[src/rtl/race_sequencer.sv]
// race_sequencer: game-flow FSM for the LED racer; owns screen enables,
// countdown digit, race gating, winner latch and the position-clear pulse.
module race_sequencer #(
   parameter int MAX_POS         = 109,
   parameter int TICKS_PER_STEP  = 12_000_000,
   parameter int COUNTDOWN_STEPS = 3,
   parameter int END_HOLD_STEPS  = 10
) (
   input  logic                       clk,
   input  logic                       rst,
   input  logic                       start_btn,
   input  logic [$clog2(MAX_POS)-1:0] red_pos,
   input  logic [$clog2(MAX_POS)-1:0] blue_pos,
   input  logic [$clog2(MAX_POS)-1:0] green_pos,
   input  logic [$clog2(MAX_POS)-1:0] yellow_pos,
   output logic                       start_screen_en,
   output logic                       countdown_screen_en,
   output logic                       game_screen_en,
   output logic                       end_screen_en,
   output logic [1:0]                 countdown_value,
   output logic                       race_active,
   output logic [2:0]                 winner,
   output logic                       clear_positions
);
   localparam int PW = $clog2(MAX_POS);
   localparam int TW = TICKS_PER_STEP > 1 ? $clog2(TICKS_PER_STEP) : 1;
   localparam int HW = $clog2(END_HOLD_STEPS + 2);
   localparam logic [PW-1:0] FIN = PW'(MAX_POS - 1);
   typedef enum logic [2:0] {S_START, S_COUNTDOWN, S_RACE, S_END, S_CLEAR} state_t;
   state_t        state_q, state_d;
   logic [TW-1:0] timer_q, timer_d;
   logic [HW-1:0] hold_q, hold_d;
   logic [1:0]    cd_q, cd_d;
   logic [2:0]    win_q, win_d, fin_win;
   logic          start_btn_q, btn_rise, step_done, hold_done;
   always_comb begin
      btn_rise  = start_btn & ~start_btn_q;
      step_done = timer_q == TW'(TICKS_PER_STEP - 1);
      hold_done = hold_q == HW'(END_HOLD_STEPS);
      fin_win   = green_pos == FIN ? 3'd1 : red_pos == FIN ? 3'd2 :
                  blue_pos == FIN ? 3'd3 : yellow_pos == FIN ? 3'd4 : 3'd0;
      state_d   = state_q;
      cd_d      = cd_q;
      win_d     = win_q;
      case (state_q)
         S_START: if (btn_rise) begin
            state_d = S_COUNTDOWN;
            cd_d    = 2'(COUNTDOWN_STEPS);
         end
         S_COUNTDOWN: if (step_done) begin
            cd_d    = cd_q > 2'd1 ? cd_q - 2'd1 : 2'd0;
            state_d = cd_q > 2'd1 ? S_COUNTDOWN : S_RACE;
         end
         S_RACE: if (fin_win != 3'd0) begin
            state_d = S_END;
            win_d   = fin_win;
         end
         S_END: if (hold_done && btn_rise) begin
            state_d = S_CLEAR;
            win_d   = 3'd0;
         end
         default: state_d = S_START;
      endcase
      // timer restarts on every state entry so each state sees full steps
      timer_d = (state_d != state_q || step_done) ? '0 : timer_q + TW'(1);
      hold_d  = state_q != S_END ? '0 : (step_done && !hold_done) ? hold_q + HW'(1) : hold_q;
   end
   always_ff @(posedge clk) begin
      start_btn_q <= start_btn;
      if (rst) begin
         state_q <= S_START;
         timer_q <= '0;
         hold_q  <= '0;
         cd_q    <= '0;
         win_q   <= '0;
      end else begin
         state_q <= state_d;
         timer_q <= timer_d;
         hold_q  <= hold_d;
         cd_q    <= cd_d;
         win_q   <= win_d;
      end
   end
   assign start_screen_en     = state_q == S_START;
   assign countdown_screen_en = state_q == S_COUNTDOWN;
   assign game_screen_en      = state_q == S_RACE;
   assign end_screen_en       = state_q == S_END;
   assign race_active         = state_q == S_RACE;
   assign clear_positions     = state_q == S_CLEAR;
   assign countdown_value     = cd_q;
   assign winner              = win_q;
endmodule

[config.mk]
export PLATFORM = sky130hd
export DESIGN_NAME = race_sequencer
export DESIGN_NICKNAME = d
export VERILOG_FILES = /design/src/rtl/race_sequencer.sv
export SDC_FILE = /design/constraint.sdc
export NUM_CORES = 1
export LEC_CHECK = 0
export BUFFER_PORTS_ARGS = -buffer_cell sky130_fd_sc_hd__buf_2
export CORE_MARGIN = 3
export CORE_UTILIZATION = 55
export CTS_CLUSTER_SIZE = 8
export DETAILED_ROUTE_END_ITERATION = 16
export GPL_TIMING_DRIVEN = 0
export HOLD_SLACK_MARGIN = 0.12
export PLACE_DENSITY_LB_ADDON = 0.2
export SLEW_MARGIN = 20
export SYNTH_ARGS = -nofsm -noshare
export SYNTH_HDL_FRONTEND = slang
export SYNTH_SLANG_ARGS = --single-unit
[constraint.sdc]
create_clock -name clk -period 5.1 [get_ports clk]
set_input_delay 0 -clock clk [delete_from_list [all_inputs] [get_ports clk]]
set_output_delay 0 -clock clk [all_outputs]
set_load 0.01 [all_outputs]
=== Yosys cells after proc, flatten, opt, wreduce, memory -nomap -nowiden ===
Cells that the tools add are included.

* Output and inout port bits: 11
* Flip-flop bits (word level): 37

* Bitwise operators: 2
* Equality and inequality tests: 16
* $add $sub $neg: 3
* $lt $le $gt $ge: 1
* Multiplexer cells: 17
* Reduce and logical (&&, ||, !) cells: 12

{| class="wikitable"
|+ Operator list
! cell !! number
|-
| 3-bit 2-to-1 mux || 10
|-
| 7-bit equality test, second input constant || 4
|-
| 24-bit by 1-bit adder with 24-bit output, second input constant || 1
|-
| 24-bit equality test, second input constant || 1
|-
| 3-bit one-hot mux with 4 select lines || 1
|-
| 2-bit 2-to-1 mux || 4
|-
| 2-bit by 1-bit != test with 1-bit output, second input constant || 4
|-
| 3-bit by 2-bit equality test with 1-bit output, second input constant || 2
|-
| 3-bit one-hot mux with 2 select lines || 1
|-
| 3-bit AND reduction || 2
|-
| 4-bit by 1-bit adder with 4-bit output, second input constant || 1
|-
| 4-bit equality test, second input constant || 1
|-
| 2-bit one-hot mux with 2 select lines || 1
|-
| 2-bit nonzero test || 2
|-
| 2-bit OR reduction || 2
|-
| 3-bit by 1-bit equality test with 1-bit output, second input constant || 1
|-
| 3-bit equality test, second input constant || 1
|-
| 3-bit logical NOT || 1
|-
| 3-bit by 2-bit != test with 1-bit output, second input constant || 1
|-
| 3-bit != test || 1
|-
| 3-bit nonzero test || 1
|-
| 2-bit by 1-bit greater-than comparator with 1-bit output, second input constant || 1
|-
| 1-bit logical AND || 2
|-
| 2-bit by 1-bit subtractor with 2-bit output, second input constant || 1
|-
| 4 further kinds || 4
|}

=== Longest topological paths before layout ===
* Depth in word-level cells: 11
* Mapped depth: 8
* Depth with buffers taken out: 7

=== Least setup slack after synthesis ===
No wires, ideal clock.

* Kind: reg-to-reg
* Start point: register timer_q[10]
* End point: register cd_q[0] (netlist: countdown_value[0])
* Arrival time: 1.713 ns
* Slack: 3.313 ns
* Setup time: 0.074 ns
* Cell stages (with the launch flop): 6
* Clock period less this slack: 1.787 ns
* Required time: 5.026 ns
* Path through: dfxtp_1 or4b_4 nor3_2 nand4_1 or3b_1 a31oi_1

* Word-level cells in the longest chain between the ends: 3

{| class="wikitable"
|+ Ends and longest elaborated chain
! element !! line !! text
|-
| from (decl) || 31 || <nowiki>logic [TW-1:0] timer_q, timer_d;</nowiki>
|-
| from (signal assigned) || 78 || <nowiki>timer_q <= timer_d;</nowiki>
|-
| 24-bit equality test || 38 || <nowiki>step_done = timer_q == TW'(TICKS_PER_STEP - 1);</nowiki>
|-
| 2-bit by 1-bit != test with 1-bit output (no source line) || - ||
|-
| 3-bit AND reduction (no source line) || - ||
|-
| to (signal assigned) || 74 || <nowiki>cd_q <= '0;</nowiki>
|-
| to (signal assigned) || 80 || <nowiki>cd_q <= cd_d;</nowiki>
|-
| to (decl) || 33 || <nowiki>logic [1:0] cd_q, cd_d;</nowiki>
|}

No other way between the ends.
A chain may end at the register's enable or synchronous reset.

=== Final worst setup path ===
* Start point: input blue_pos[1]
* End point: register win_q[1] (netlist: winner[1])

* Word-level cells in the longest chain between the ends: 7
* Elaborated cells between the ends (all ways): 9
* Those cells by class: 2 x eq/ne; 5 x mux; 2 x reduce/logical

{| class="wikitable"
|+ Ends and longest elaborated chain
! element !! line !! text
|-
| from (decl) || 13 || <nowiki>input logic [$clog2(MAX_POS)-1:0] blue_pos,</nowiki>
|-
| 7-bit equality test (*) || 41 || <nowiki>blue_pos == FIN ? 3'd3 : yellow_pos == FIN ? 3'd4 : 3'd0;</nowiki>
|-
| 3-bit 2-to-1 mux (*) || 41 ||
|-
| 3-bit 2-to-1 mux (*) (2 in a row) || 40 || <nowiki>fin_win = green_pos == FIN ? 3'd1 : red_pos == FIN ? 3'd2 :</nowiki>
|-
| 3-bit nonzero test || 54 || <nowiki>S_RACE: if (fin_win != 3'd0) begin</nowiki>
|-
| 2-bit by 1-bit != test with 1-bit output (no source line) || - ||
|-
| 3-bit AND reduction (no source line) || - ||
|-
| to (signal assigned) || 81 || <nowiki>win_q <= win_d;</nowiki>
|-
| to (decl) || 34 || <nowiki>logic [2:0] win_q, win_d, fin_win;</nowiki>
|}

Every way passes the cells marked *; elsewhere a longest branch is shown, timed or not. The select of a mux whose other input is x is not followed.

==> flow_summary.yaml <==
yosys:
  ys_warn_count: 0
  synth_top_area_share_pct: 41.3
  syn-instance-count: 207
  synth_simple_gate_area_share_pct: 35.5
  synth.avg_cell_area_um2: 8.66
  yosys.area_share.adder_pct: 2.09
  synth-compound-area-share_pct: 6.08
  synth_nets: 241
  synth_xor_area_share_pct: 11.2
  synth_cell_type_count: 41
  synthArstFlopShare_pct: 0
  ys_seq_elements: 37
  synth_top_area_cell: "dfxtp_1"
  ys.flop_type: "dfxtp_1"
  netlist_area_mm2: 0.00179
  synth_edf_count: 0
  synth_area_leaders: "dfxtp_1, nor2_1, xnor2_1"
  synth.area.mux_share_pct: 0.559
  synth_top_family_by_area: "simple AND/OR/NAND/NOR gates"
  seq_area_frac_synth_pct: 41.3
clock_tree:
  cts-buffers-inserted: 5
  cts_tree: "yes"
  htree_levels: 2
  clock_sinks: 37
  clk_pin_slew_ns: 0.11
  clockBufferDepth: 2
  clkLatencyLatePin_ns: 0.34
  cts_resized: 0
  post_cts_buffers: 0
  cts_root_buffer: "clkbuf_4"
critical_path:
  critical_path_peak_fanout: 4
  reg2reg_depth: 6
  rr_endpoint: "hold_q[2]$_SDFFE_PP0P_"
  cp_data_required_time_ns: 5.39
  startpoint_type: "input port"
  regToRegSetupSlack_ns: 3.09
  path_class: "in2reg"
  end_kind: "register"
  rr_startpoint: "timer_q[0]$_SDFF_PP0_"
  arrival_ns: 2.75
route:
  ant_nets: 0
  drtPass1Iterations: 4
  via_per_inst: 5.35
  drt_iter0_drc: 71
  vias: 1649
  wl_um: 3860
  drc: 0
  drt-wirelength-per-cell_um: 12.5
worst_hold_path:
  worstHoldPathType: "in2reg"
  hold_start: "yellow_pos[0]"
  min_to: "winner[1]$_SDFFE_PP0P_"
  min_path_cells: 5
floorplan:
  die_w_um: 63.1
  boundaryPins: 42
  die_h_um: 63.1
  die_area_mm2: 0.00398
  coreArea_mm2: 0.00308
  row_count: 20
  initial_core_util_pct: 58.2
global_routing:
  grt_pass1_vias: 1512
  grt_first_pass_wirelength_um: 6600
  grt_max_degree: 12
  grtUsageTotal_pct: 21.1
  grt-ovfl-total: 0
  antenna_found_initial: 0
pwr:
  power.density_mw_per_mm2: 244
  p_total_uw: 542
  ir_drop_v: 0.000220
  p_leak_uw: 0.000855
layout:
  fin_nets: 297
  layout_commonest_cell: "buf_2"
  syn2layout_area_growth_pct: 24.0
  mostFrequentLayoutCells: "buf_2, nor2_1, dfxtp_1, xnor2_1"
  fin_area_mm2: 0.00222
  layout-drive-gt1-share_pct: 21.6
  final_util_pct: 72.2
  diodes: 0
placement:
  gp_congestion: 0.798
  io_buffers: 40
  placed_area_mm2: 0.00205
  hpwl_um: 2710
sta:
  final.period_utilization_pct: 48.2
  clock_skew_ns: 0.00885
  max_freq_ghz: 0.407
  tightest_slew_ns: 0.718
  timing.final.crit_period_ns: 2.46
  hold_viol: 0
  slew_headroom_pct: 51.5
  holdWs_ns: 0.157
  fin_tns_setup_ns: 0
  final-setup-viol-count: 0
  rsz0062_at_grt: "no"
  slew_viol_final: 0
outcome:
  outcome: "finished, final reports clean"
flow_run:
  drv_cap: 0
-- layer usage --
metal	global-route usage (%)	part of all wire (%)
met3	6.95	5.9
met4	9.92	1.8
met1	24.7	45
met2	34.5	48
met5	0	0
-- Yosys cell counts, types with 4 or more instances --
master    instances
nor2_1           37
nor4b_1           5
nor3_1            9
o21ai_0           5
nand2_1          13
xnor2_1          15
inv_1             7
a21oi_1           4
nand4_1           7
nand4b_1          5
xor2_1            8
nand3_1          13
dfxtp_1          37
-- state kept, by name, summed over array words and instances (netlist names) --
name and flops:
start_btn_q 1, state_q 3, countdown_value 2, timer_q 24, hold_q 4, winner 3
-- critical path: stages --
cell           delay [ns]
dlygate4sd3_1        0.54
buf_2                0.12
nor4b_1              0.63
dlygate4sd3_1        0.66
o21ai_0              0.07
dlygate4sd3_1        0.59
a21oi_1              0.13
-- kinds of logic after synthesis --
kind of cell | after synthesis
DFF | 37
xor gates and xnor gates | 23
and+or+nand+nor | 115
buffers and inverters | 11
adders and majority gates | 3
AOI/OAI and AO/OA | 17
muxes | 1
-- area by class of cell --
class	instances	area, um^2
Buffer	4	31.3
Tap cell	44	55.1
Fill cell	248	856
Clock inverter	1	30.0
Sequential cell	37	741
Clock buffer	7	55.1
Inverter	7	26.3
Multi-Input combinational cell	159	993
Timing Repair Buffer	49	290
-- where the power goes --
group          switching, uW  total [uW]  internal, uW  leakage, uW
registers               3.43         296           293     0.000299
clock network           94.1         211           117    0.0000455
logic                   15.4        34.7          19.3     0.000510
-- stage by stage --
| step | setup WS (ns) | std cells |
|---|---|---|
| after global placement | 3.12 | 291 |
| after global routing | 2.50 | 308 |
| after floorplan | 3.31 | 207 |
| final | 2.64 | 308 |
| after detailed placement | 3.09 | 291 |
| after CTS | 2.78 | 308 |
-- worst max-delay path by stage --
stage                                start                         endpoint  slack (ns)  cells after the start
floorplan           timer_q[10]$_SDFF_PP0_  countdown_value[0]$_SDFFE_PP0P_        3.31                      5
finish                         blue_pos[1]           winner[1]$_SDFFE_PP0P_        2.64                      7
CTS                            blue_pos[1]           winner[1]$_SDFFE_PP0P_        2.78                      7
global placement     timer_q[0]$_SDFF_PP0_           hold_q[2]$_SDFFE_PP0P_        3.12                      6
detailed placement   timer_q[0]$_SDFF_PP0_           hold_q[2]$_SDFFE_PP0P_        3.09                      6
global route                   blue_pos[1]           winner[1]$_SDFFE_PP0P_        2.50                      7
-- what timing repair did --
action	CTS	global route
hold buffers	9	0
endpoints found under the hold margin	15	0
endpoints found under the setup margin	0	0
No activity file was read; power rests on OpenSTA's default activity.
